$ cat src/rtl/dest_pop_arbiter.sv
// Weighted round-robin pop scheduler for two FWFT source FIFOs feeding a 2:1 destination mux.
// Pops are gated by the almost_full of the destination named in each head word; the popped word is registered.
module dest_pop_arbiter #(
    parameter int DATA_W    = 10,
    parameter int DEST_BIT  = 9,
    parameter int BURST_LEN = 2
) (
    input  logic              clk,
    input  logic              reset,
    input  logic              fifo_empty0,
    input  logic              fifo_empty1,
    input  logic [DATA_W-1:0] datain_dest0,
    input  logic [DATA_W-1:0] datain_dest1,
    input  logic              almost_full_d0,
    input  logic              almost_full_d1,
    output logic              pop0,
    output logic              pop1,
    output logic [DATA_W-1:0] dataout_dest,
    output logic              push_d0,
    output logic              push_d1,
    output logic              validoutdest
);

    typedef enum logic [1:0] {IDLE, GRANT0, GRANT1} state_t;

    localparam logic [2:0] BURST = 3'(BURST_LEN);

    state_t            state;
    logic [2:0]        cnt;
    logic              last;

    logic              elig0;
    logic              elig1;
    logic              cur_src;
    logic              elig_cur;
    logic              elig_oth;
    logic              gnt_valid;
    logic              gnt_src;
    logic [2:0]        cnt_next;
    logic [DATA_W-1:0] sel_word;

    // A head is eligible only if the destination it targets can take one more word.
    assign elig0 = !fifo_empty0 &&
                   !(datain_dest0[DEST_BIT] ? almost_full_d1 : almost_full_d0);
    assign elig1 = !fifo_empty1 &&
                   !(datain_dest1[DEST_BIT] ? almost_full_d1 : almost_full_d0);

    assign cur_src  = (state == GRANT1);
    assign elig_cur = cur_src ? elig1 : elig0;
    assign elig_oth = cur_src ? elig0 : elig1;

    always_comb begin
        // NOTE: every output of this block gets a default first, so no path can infer a latch.
        gnt_valid = 1'b0;
        gnt_src   = 1'b0;
        cnt_next  = 3'd0;
        case (state)
            GRANT0, GRANT1: begin
                if (cnt < BURST && elig_cur) begin
                    gnt_valid = 1'b1;
                    gnt_src   = cur_src;
                    cnt_next  = cnt + 3'd1;
                end else if (elig_oth) begin
                    gnt_valid = 1'b1;
                    gnt_src   = ~cur_src;
                    cnt_next  = 3'd1;
                end else if (elig_cur) begin
                    // Other side idle: the same source keeps going on a fresh burst.
                    gnt_valid = 1'b1;
                    gnt_src   = cur_src;
                    cnt_next  = 3'd1;
                end
            end
            default: begin
                if (last ? elig0 : elig1) begin
                    gnt_valid = 1'b1;
                    gnt_src   = ~last;
                    cnt_next  = 3'd1;
                end else if (last ? elig1 : elig0) begin
                    gnt_valid = 1'b1;
                    gnt_src   = last;
                    cnt_next  = 3'd1;
                end
            end
        endcase
    end

    assign pop0     = !reset && gnt_valid && !gnt_src;
    assign pop1     = !reset && gnt_valid &&  gnt_src;
    assign sel_word = gnt_src ? datain_dest1 : datain_dest0;

    // NOTE: sequential state uses non-blocking assignments so every register samples pre-edge values.
    always_ff @(posedge clk) begin
        if (reset) begin
            state        <= IDLE;
            cnt          <= 3'd0;
            last         <= 1'b1;
            dataout_dest <= '0;
            push_d0      <= 1'b0;
            push_d1      <= 1'b0;
            validoutdest <= 1'b0;
        end else if (gnt_valid) begin
            state        <= gnt_src ? GRANT1 : GRANT0;
            cnt          <= cnt_next;
            dataout_dest <= sel_word;
            push_d0      <= !sel_word[DEST_BIT];
            push_d1      <=  sel_word[DEST_BIT];
            validoutdest <= 1'b1;
        end else begin
            state        <= IDLE;
            cnt          <= 3'd0;
            if (state != IDLE) begin
                last <= cur_src;
            end
            push_d0      <= 1'b0;
            push_d1      <= 1'b0;
            validoutdest <= 1'b0;
        end
    end

endmodule
$ cat config.mk
export PLATFORM = sky130hd
export DESIGN_NAME = dest_pop_arbiter
export DESIGN_NICKNAME = d
export VERILOG_FILES = /design/src/rtl/dest_pop_arbiter.sv
export SDC_FILE = /design/constraint.sdc
export NUM_CORES = 1
export LEC_CHECK = 0
export CORE_ASPECT_RATIO = 0.7
export CORE_MARGIN = 1.5
export CORE_UTILIZATION = 42
export DETAILED_ROUTE_END_ITERATION = 12
export HOLD_SLACK_MARGIN = 0.03
export PLACE_DENSITY = 0.78
export SLEW_MARGIN = 20
export SYNTH_ARGS = -nofsm -noshare
export SYNTH_HDL_FRONTEND = slang
export SYNTH_SLANG_ARGS = --single-unit
$ cat constraint.sdc
create_clock -name clk -period 2.97 [get_ports clk]
set_input_delay 0.594 -clock clk [delete_from_list [all_inputs] [get_ports clk]]
set_output_delay 0.594 -clock clk [all_outputs]
set_load 0.03 [all_outputs]
==> results_dict.tcl <==
set metrics [dict create \
    finalSetupViolations 0 \
    clk_pin_slew_ns 0.10 \
    drt_wl_total_microns 1950 \
    die_x_microns 56.9 \
    die_area_sq_um 2320 \
    cp.required_ns 2.38 \
    regToRegEndpoint "dataout_dest[7]$_SDFFE_PP0N_" \
    coreArea_sq_um 1890 \
    post_cts_buffers 0 \
    fin_crit_sh_pct 94.7 \
    clk_latency_ns 0.30 \
    grt_usage_pct 17.1 \
    crit_fanout 5 \
    viasPerCell 5.03 \
    ctsHoldBuffers 0 \
    final_nets 160 \
    gp_congestion 0.749 \
    async_reset_ff_share_pct 0 \
    m1WireLength_microns 854 \
    synth_area_sq_um 855 \
    avgSynthCellArea_sq_um 9.82 \
    htree_levels 1 \
    cts.repair.resized 0 \
    area_growth_pct 52.4 \
    cts.sinks 19 \
    path_class "primary input to output pin" \
    start_util_pct 45.3 \
    grt_pass1_wl_microns 2810 \
    ant_nets 0 \
    postLayoutCoreUtil_pct 69.0 \
    yosys.area.top_type_share_pct 44.5 \
    hold_viol_final 0 \
    root_buffer "clkbuf_4" \
    top_layer_used "met4" \
    final_max_slew_viol_count 0 \
    total_power_uw 593 \
    io_pins 41 \
    ir_drop_mv 0.282 \
    start_kind "primary input" \
    setup_tns_ns 0 \
    antenna_found_initial 0 \
    synth_edf_count 0 \
    finalWorstPathRequiredPeriod_ns 2.81 \
    rsz0062_at_grt "false" \
    hp-start "cnt[0]$_SDFF_PP0_" \
    cts_tree "done" \
    min_to "cnt[0]$_SDFF_PP0_" \
    p_per_area_nw_per_um2 455 \
    worst_r2r_path_depth 8 \
    grt.overflow.total 0 \
    cts_buffers 3 \
    port_buffers 40 \
    synth_largest_area_cell "dfxtp_1" \
    drt_iter0_drc 22 \
    cp-end-kind "output pin" \
    r2r_slack_ns 0.85 \
    vias 764 \
    leakage_nw 0.509 \
    synth_seq_cells 19 \
    slew_headroom_pct 77.0 \
    dpl_worst_slack_ns 0.169 \
    layout-drive-gt1-share_pct 8.46 \
    wl_per_cell_microns 12.8 \
    synth_warnings 0 \
    die_height_microns 40.7 \
    grt_max_degree 22 \
    cts_buffer_depth 2 \
    synth_cells 87 \
    post_synth_num_cell_types 24 \
    max_clock_freq_ghz 0.356 \
    syn_nets 116 \
    status "finished, final reports clean" \
    min_delay_path_depth 1 \
    timing.rr.start "state[0]$_SDFF_PP0_" \
    place_hpwl_microns 1550 \
    drc_errors 0 \
    min_path_type "flip-flop to flip-flop" \
    worst_clock_skew_ns 0.00203 \
    rows 13 \
    grt_pass1_vias 654 \
    fin_ws_ns 0.158 \
    firstDrtPassIters 4 \
    synth_ff_type "dfxtp_1" \
    maxCapViolations 0 \
    critPathArrivalTime_ns 2.22 \
    worstMarginPinSlew_ns 0.335 \
    wl_met3_microns 116 \
    seq_area_frac_synth_pct 44.5 \
    wl_met2_microns 939 \
    diodes 0 \
    yosys-top-cells-area "dfxtp_1, mux2i_1, a211oi_1" \
]
-- placed cells by master, fill, tap and decap left out, types with 2 or more instances in the layout --
master and n:
ha_1 3, and2_1 4, clkdlybuf4s50_1 38, a211oi_1 10, nor2_1 17, buf_4 5, clkbuf_4 3, mux2i_1 11
mux2_2 2, inv_1 4, dfxtp_1 19
-- through the flow --
| step | cell area (sq um) | cells | hold slack, ns |
|---|---|---|---|
| floorplan | 855 | 87 | 0.460 |
| global placement | 1280 | 148 | 0.483 |
| detailed placement | 1280 | 148 | 0.488 |
| CTS | 1300 | 152 | 0.504 |
| global route | 1300 | 152 | 0.536 |
| finish | 1300 | 152 | 0.497 |
-- cell usage after synthesis, drive strengths merged (2+ instances only) --
library cell / count
dfxtp: 19
nor2: 17
mux2i: 11
a211oi: 10
and2: 4
inv: 4
ha: 3
buf: 2
clkbuf: 2
mux2: 2
-- cell families after synthesis --
logic type	synth area share, %
multiplexers	15.5
buffers and inverters	4.54
XOR/XNOR	1.03
adder cells (fa/ha/maj)	4.39
flip-flops	44.5
AO/OA/AOI/OAI	15.4
AND/OR/NAND/NOR	14.6
-- where the power goes --
part           internal (mW)  switching (mW)
registers              0.275         0.00839
logic                 0.0887          0.0883
clock network         0.0524          0.0801
total                  0.416           0.177
-- worst max-delay path by stage --
stage | start | to | slack [ns] | cells past startpoint
2_1_floorplan | state[0]$_SDFF_PP0_ | pop0 | 0.50 | 7
4_1_cts | datain_dest0[9] | pop1 | 0.17 | 7
6_report | datain_dest0[9] | pop1 | 0.16 | 7
5_1_grt | datain_dest0[9] | pop1 | 0.04 | 7
3_3_place_gp | datain_dest1[9] | pop1 | 0.23 | 6
3_5_place_dp | datain_dest0[9] | pop1 | 0.17 | 7
-- critical path: stages --
cell,delay [ns]
clkdlybuf4s50_1,0.49
mux2_2,0.36
o2bb2ai_1,0.21
nand2b_1,0.15
inv_1,0.12
and2_1,0.14
buf_4,0.16
-- sequential cells by signal, summed over array words and instances, names as in the netlist --
| signal | flops |
|---|---|
| push_d0 | 1 |
| validoutdest | 1 |
| push_d1 | 1 |
| cnt | 3 |
| state | 2 |
| dataout_dest | 10 |
| last | 1 |
-- routing by layer --
layer / GRT usage, % / vias to the layer above
met5: 0 / -
met4: 10.5 / 0
met3: 5.68 / 5
met2: 30.7 / 26
met1: 18.5 / 339
li1: - / 394
-- final cells by class --
| class | count | area (sq um) |
|---|---|---|
| multi-input cells | 60 | 435 |
| clock buffers | 4 | 26.3 |
| inverters | 4 | 15.0 |
| well taps | 22 | 27.5 |
| flip-flops and latches | 19 | 380 |
| fillers | 149 | 584 |
| repair buffers | 43 | 418 |
No activity file was read; power rests on OpenSTA's default activity.
